### config.mk
export PLATFORM = sky130hd
export DESIGN_NAME = f_fetch_ctrl
export DESIGN_NICKNAME = d
export VERILOG_FILES = /design/src/rtl/f_fetch_ctrl_pkg.sv /design/src/rtl/f_redirect_buf.sv /design/src/rtl/f_fetch_ctrl.sv
export SDC_FILE = /design/constraint.sdc
export NUM_CORES = 1
export LEC_CHECK = 0
export CAP_MARGIN = 5
export CORE_MARGIN = 2
export CORE_UTILIZATION = 40
export DETAILED_ROUTE_END_ITERATION = 6
export DONT_BUFFER_PORTS = 1
export REMOVE_ABC_BUFFERS = 1
export SYNTH_ARGS = -nofsm -noshare
export SYNTH_HDL_FRONTEND = slang
export SYNTH_SLANG_ARGS = --single-unit
### constraint.sdc
create_clock -name clk -period 5.9 [get_ports clk]
set_input_delay 1.18 -clock clk [delete_from_list [all_inputs] [get_ports clk]]
set_output_delay 1.18 -clock clk [all_outputs]
set_load 0.1 [all_outputs]
### src/rtl/f_fetch_ctrl_pkg.sv
// Shared definitions for the F-stage fetch sequencer and its D-stage partners.
package f_fetch_ctrl_pkg;

  // Fetch sequencer states
  typedef enum logic [1:0] {
    FS_REQ  = 2'd0,
    FS_WAIT = 2'd1,
    FS_HOLD = 2'd2
  } fetch_state_e;

  // Next-PC operation codes, common with the D-stage NPC logic
  typedef enum logic [2:0] {
    NPC_PLUS4   = 3'b000,
    NPC_BRANCH  = 3'b001,
    NPC_JUMP    = 3'b010,
    NPC_JUMPREG = 3'b011
  } npc_op_e;

  // Source selected for the next fetch address at a HOLD transfer
  typedef enum logic [1:0] {
    NSEL_SEQ      = 2'd0,
    NSEL_REDIRECT = 2'd1,
    NSEL_PENDING  = 2'd2
  } npc_sel_e;

  localparam logic [31:0] RESET_PC_DEFAULT = 32'h0000_3000;
  localparam logic [31:0] PC_STEP          = 32'd4;

  // Force an address onto a word boundary
  function automatic logic [31:0] word_align(input logic [31:0] addr);
    return {addr[31:2], 2'b00};
  endfunction

  // Sequential successor; wraps naturally at 2^32
  function automatic logic [31:0] seq_pc(input logic [31:0] addr);
    return word_align(addr) + PC_STEP;
  endfunction

endpackage

### src/rtl/f_redirect_buf.sv
// Holds a redirect target that arrived while no HOLD transfer could consume it.
// The most recent redirect wins; a transfer clears the entry.
module f_redirect_buf
  import f_fetch_ctrl_pkg::*;
(
  input  logic        clk,
  input  logic        reset,
  input  logic        redirect,
  input  logic [31:0] npc_in,
  input  logic        consume,
  output logic        pend_valid,
  output logic [31:0] pend_target
);

  // Capture unconsumed redirects; a same-cycle transfer takes precedence
  always_ff @(posedge clk) begin
    if (!reset) begin
      pend_valid  <= 1'b0;
      pend_target <= '0;
    end else if (consume) begin
      pend_valid  <= 1'b0;
    end else if (redirect) begin
      pend_valid  <= 1'b1;
      pend_target <= npc_in;
    end
  end

endmodule

### src/rtl/f_fetch_ctrl.sv
// F-stage fetch sequencer: owns the fetch PC, issues one outstanding
// instruction-memory request at a time and hands results to D via valid/ready.
// Redirects follow delay-slot semantics: the fetch in flight is still delivered.
module f_fetch_ctrl
  import f_fetch_ctrl_pkg::*;
#(
  parameter logic [31:0] RESET_PC = RESET_PC_DEFAULT
) (
  input  logic        clk,
  input  logic        reset,
  input  logic [31:0] npc_in,
  input  logic        redirect,
  input  logic        ready_d,
  output logic        imem_req,
  output logic [31:0] imem_addr,
  input  logic        imem_gnt,
  input  logic        imem_rvalid,
  input  logic [31:0] imem_rdata,
  output logic        valid_f,
  output logic [31:0] instr_f,
  output logic [31:0] pc_f
);

  fetch_state_e state;
  logic [31:0]  pc;
  logic [31:0]  instr_buf;
  logic         transfer;
  logic         pend_valid;
  logic [31:0]  pend_target;
  npc_sel_e     npc_sel;
  logic [31:0]  next_pc;

  assign transfer = (state == FS_HOLD) && ready_d;
  assign instr_f  = instr_buf;

  f_redirect_buf u_redirect_buf (
    .clk         (clk),
    .reset       (reset),
    .redirect    (redirect),
    .npc_in      (npc_in),
    .consume     (transfer),
    .pend_valid  (pend_valid),
    .pend_target (pend_target)
  );

  // Memory port decodes straight from state so REQ is visible right out of reset
  always_comb begin
    imem_req  = (state == FS_REQ);
    imem_addr = word_align(pc);
  end

  // Next-PC source: same-cycle redirect, then pending target, then pc+4
  always_comb begin
    npc_sel = NSEL_SEQ;
    if (redirect)
      npc_sel = NSEL_REDIRECT;
    else if (pend_valid)
      npc_sel = NSEL_PENDING;

    unique case (npc_sel)
      NSEL_REDIRECT: next_pc = word_align(npc_in);
      NSEL_PENDING:  next_pc = word_align(pend_target);
      default:       next_pc = seq_pc(pc);
    endcase
  end

  // Fetch FSM with registered D-side outputs
  always_ff @(posedge clk) begin
    if (!reset) begin
      state     <= FS_REQ;
      pc        <= word_align(RESET_PC);
      valid_f   <= 1'b0;
      instr_buf <= '0;
      pc_f      <= '0;
    end else begin
      unique case (state)
        FS_REQ: begin
          if (imem_gnt)
            state <= FS_WAIT;
        end
        FS_WAIT: begin
          if (imem_rvalid) begin
            instr_buf <= imem_rdata;
            pc_f      <= pc;
            valid_f   <= 1'b1;
            state     <= FS_HOLD;
          end
        end
        FS_HOLD: begin
          if (ready_d) begin
            valid_f <= 1'b0;
            pc      <= next_pc;
            state   <= FS_REQ;
          end
        end
        default: state <= FS_REQ;
      endcase
    end
  end

endmodule

== Word level (Yosys, flattened, before mapping) ==
Cells that the tools add are included.
Word-level totals
  bits of input ports: 70
  register bits after elaboration: 132
  word-level logic and storage cells: 36
Cells by class
  multiplexer cells: 10
  bitwise operators: 2
  reductions and logical operators: 9
  eq/ne operators: 7
  add/subtract/negate cells: 1
Operator list (number)
  32-bit one-hot mux with 2 select lines: 1
  32-bit by 3-bit adder with 32-bit output, second input constant: 1
  2-bit two-way mux: 5
  2-bit one-hot mux with 3 select lines: 1
  2-bit AND reduction: 3
  3-bit AND reduction: 2
  2-bit by 1-bit equality test with 1-bit output, second input constant: 2
  2-bit equality test, second input constant: 2
  2-bit inequality test, second input constant: 2
  2-bit zero test: 1
  1-bit two-way mux: 2
  2-bit by 1-bit inequality test with 1-bit output, second input constant: 1
  1-bit NOT: 2
  1-bit one-hot mux with 2 select lines: 1
  2-bit nonzero test: 1
  2-bit OR reduction: 1
  1-bit logical AND: 1

== Longest topological paths before layout ==
  depth after elaboration: 4
  mapped depth: 8

== Cells and area by module ==
Synthesis repeated with hierarchy kept, for this count alone.
Unflattened totals
  cells, all modules: 734
  area total of the unflattened synthesis: 6012.0 um2
By module, submodules not included
  f_fetch_ctrl: cells an instance 591, area each 4658.2 um2, seq. area each 1901.8 um2, instances 1
  f_redirect_buf: cells an instance 143, area each 1353.8 um2, seq. area each 660.6 um2, instances 1

== Least setup slack after synthesis ==
Ideal clock, no wire load.
  kind: register to output
  start point: register state[1]
  end point: output port imem_req
  arrival time: 1.705 ns
  cell stages (with the launch flop): 3
  buffers on the path: 1
  path slack: 3.015 ns
  required time: 4.720 ns
  cell sequence: dfxtp_1 > clkbuf_1 > nor2_1
On the way
  word-level cells in the longest chain between the ends: 1
Ends and longest elaborated chain
  start: declaration: RTL line f_fetch_ctrl.sv:24  | fetch_state_e state;
  start signal: assignment: RTL line f_fetch_ctrl.sv:70  | state <= FS_REQ;
  start signal: assignment: RTL line f_fetch_ctrl.sv:79  | state <= FS_WAIT;
  start signal: assignment: RTL line f_fetch_ctrl.sv:86  | state <= FS_HOLD;
  2-bit zero test: RTL line f_fetch_ctrl.sv:48  | imem_req = (state == FS_REQ);
  end: declaration: RTL line f_fetch_ctrl.sv:14  | output logic imem_req,
No other way between the ends.

== Worst setup path in the final report ==
  start point: register pc[3]
  end point: register pc[30]
On the way
  word-level cells in the longest chain between the ends: 2
Ends and longest elaborated chain
  start: declaration: RTL line f_fetch_ctrl.sv:25  | logic [31:0] pc;
  start signal: assignment: RTL line f_fetch_ctrl.sv:71  | pc <= word_align(RESET_PC);
  start signal: assignment: RTL line f_fetch_ctrl.sv:92  | pc <= next_pc;
  32-bit by 3-bit adder with 32-bit output: RTL line f_fetch_ctrl_pkg.sv:36  | return word_align(addr) + PC_STEP;
  32-bit one-hot mux with 2 select lines: RTL line f_fetch_ctrl.sv:60  | unique case (npc_sel)
No other way between the ends.
A chain may end at the register's enable or synchronous reset.

==> impl_metrics.toml <==
[synth]
synth_top_area_cell = "dfxtp_1"
synth-adder-area-share_pct = 0.2138
synth_top_area_share_pct = 43.10
synth_cell_types = 60
syn_area_per_cell_um2 = 7.962
yosys-top-cells-area = "dfxtp_1 (43%), nand2_1 (14%), a21boi_0 (13%)"
synth_mux_area_share_pct = 0.8766
yosysSeqAreaShare_pct = 43.10
syn_area_mm2 = 0.005852
synth_edf_count = 0
synth_warnings = 0
async_flop_share_pct = 0
ys_seq_elements = 126
yosys.area_share.xor_xnor_pct = 0.1497
synth_simple_gate_area_share_pct = 22.96
synthCells = 735
yosys.cell_count.top_type = "nand2_1"
yosys-top-cells-count = "nand2_1 (217), dfxtp_1 (126), a21boi_0 (99), clkbuf_1 (50), o21ai_0 (29)"
synth_ff_type = "dfxtp_1"
synth_top_family_by_area = "compound AO/OA/AOI/OAI gates"
synth_compound_area_share_pct = 26.66

[final_layout]
fill_cells = 1434
area_growth_syn_to_layout_pct = 12.34
drive_gt1_share_pct = 8.779
stdcell_count = 913
final_nets = 788
finish.utilization_pct = 45.58
diodes = 0

[worst_setup_path]
cp-start-kind = "flop"
reg2reg_slack_ps = 2770
critPathMaxStageDelay_ps = 1040
r2r_start = "pc[3]"
r2r_end = "pc[30]"
path_common_cell = "and3_1"
crit_path_end_kind = "flop"
crit_arrival_ps = 3430
cp_cell_sequence = "ha_1 -> and3_1 -> nand3_2 -> or3_1 -> and3_1 -> o31a_1"
startpoint = "pc[3]"
slowest_stage = "dfxtp_1"
required_ps = 6200
crit_type = "reg -> reg"
cp_max_fo = 8
reg2reg_depth = 6
crit_end = "pc[30]"

[routing]
first_pass_iters = 5
initialDrtViolationCount = 269
drtAntennaViolNets = 0
viasPerCell = 5.679
drt-total-wl_um = 16710
num_vias = 5185
drc_errors = 0
wl_per_cell_um = 18.30

[die]
core_mm2 = 0.01442
die_w_um = 125.0
die_area_mm2 = 0.01561
die_h_um = 125.0
ioPinCount = 168
placementRows = 44
start_util_pct = 40.57

[pwr]
leakagePower_nw = 2.304
clockPowerShare_pct = 49.1
switchingPower_w = 0.0005579
p_int_w = 0.001639
power_frac_comb_pct = 6.4
switching_share_pct = 25.40
ir_drop_v = 0.0001820
pwr_density_cell_mw_per_mm2 = 334.2
power_frac_seq_pct = 44.4

[grt]
antenna_found_initial = 0
globalRouteOverflowTotal = 0
grt_max_degree = 130
grt_pass1_vias = 5054
grt_pass1_wl_um = 27020
track_usage_pct = 21.57

[clock_network]
postCtsSetupRepairBufs = 0
ctsHoldBuffers = 0
clk_latency_ps = 410
tritoncts = "built"
numCtsBuffers = 17
root_buffer = "clkbuf_16"
path_clk_slew_ps = 50
cts_max_level = 4
cts_resized = 0
clock_sinks = 126
cts_buffer_depth = 2

[sta]
finalMaxSlewViolations = 0
finalSetupViolations = 0
rsz0062_at_grt = "false"
min_period_ps = 3130
timing.setup.tns_ps = 0
period_share_pct = 53.05
hold_viol_final = 0
max_freq_mhz = 319.5
relSlewSlack_pct = 18.54
worstMarginPinSlew_ps = 1222
skew_ps = 5.091

[placed_design]
dp_hpwl_um = 10600
gp_congestion = 0.7881
io_buffers = 0
dp.cells = 882

[worst_hold_path]
min_path_type = "reg -> reg"
holdPathStages = 2

[run]
cap_violations = 0

[run_status]
status = "complete, no violations"
[cell families (layout without fill, tap and decap cells)]
kind of cell | Yosys count | after routing
adder cells (fa/ha/maj) | 1 | 1
flip-flops | 126 | 126
other | 1 | 4
XOR/XNOR | 1 | 1
multiplexers | 5 | 5
buffers and inverters | 73 | 64
AO/OA/AOI/OAI | 218 | 218
AND/OR/NAND/NOR | 310 | 310
[layout by cell type (no fill, tap or decap), drive strengths merged, types with 6 or more instances in the layout]
| cell | instances |
|---|---|
| a31oi | 6 |
| buf | 22 |
| o21ai | 29 |
| nand2 | 217 |
| nor2b | 6 |
| nor4 | 9 |
| nor2 | 28 |
| inv | 11 |
| and3 | 9 |
| a22oi | 11 |
| a21oi | 19 |
| nor3 | 6 |
| o211ai | 7 |
| a21boi | 99 |
| nand3 | 11 |
| dfxtp | 126 |
| clkbuf | 25 |
[metal layers]
layer	vias to the layer above	routed length, µm	global-route usage (%)
li1	2503	-	-
met3	14	1419	7.659
met4	0	176	6.471
met5	-	0	0
met1	2451	7152	26.21
met2	217	7957	36.13
[worst max-delay path: cells and delay by family, from the launching register on]
kind                     cells  cell delay [ps]
AND/OR/NAND/NOR              4             1320
flip-flops                   1             1040
adder cells (fa/ha/maj)      1              360
AO/OA/AOI/OAI                1              290
[state kept, by name (all words and copies together), names as in the netlist]
register                    flops
u_redirect_buf.pend_valid       1
u_redirect_buf.pend_target     30
pc_f                           30
valid_f                         1
pc                             30
state                           2
instr_f                        32
[power groups by stage]
| stage | Sequential, W | Clock (W) | Combinational [W] |
|---|---|---|---|
| 2_1_floorplan | 0.00100 | 0 | 0.0000950 |
| 3_3_place_gp | 0.000992 | 0 | 0.000138 |
| 3_5_place_dp | 0.000993 | 0 | 0.000143 |
| 4_1_cts | 0.000975 | 0.00110 | 0.000143 |
| 5_1_grt | 0.000978 | 0.00114 | 0.000157 |
| 6_report | 0.000976 | 0.00108 | 0.000142 |
[per-stage QoR]
step	setup WS [ps]	cell area, µm²	power (W)	hold slack (ps)
finish	2770	6574	0.002197	463.3
global route	2596	6574	0.002274	484.0
CTS	2793	6574	0.002215	465.0
detailed placement	2753	5963	0.001136	457.8
global placement	2804	5963	0.001130	445.5
floorplan	2408	5555	0.001098	439.1
[area by class of cell]
cell class / instances / area (µm²) / share of cell area, %
multi-input combinational: 539 / 3004 / 45.70
clock buffer: 25 / 505.5 / 7.689
timing repair buffer: 22 / 165.2 / 2.512
tap: 184 / 230.2 / 3.502
clock inverter: 6 / 105.1 / 1.599
sequential: 126 / 2522 / 38.37
inverter: 11 / 41.29 / 0.6281
[how the worst min path moves through the flow]
stage	startpoint	to
6_report	u_redirect_buf.pend_target[10]	u_redirect_buf.pend_target[10]
2_1_floorplan	u_redirect_buf.pend_target[31]	u_redirect_buf.pend_target[31]
3_5_place_dp	u_redirect_buf.pend_target[10]	u_redirect_buf.pend_target[10]
3_3_place_gp	u_redirect_buf.pend_target[31]	u_redirect_buf.pend_target[31]
4_1_cts	u_redirect_buf.pend_target[10]	u_redirect_buf.pend_target[10]
5_1_grt	u_redirect_buf.pend_target[29]	u_redirect_buf.pend_target[29]
Power figures use the tool's default switching activity.
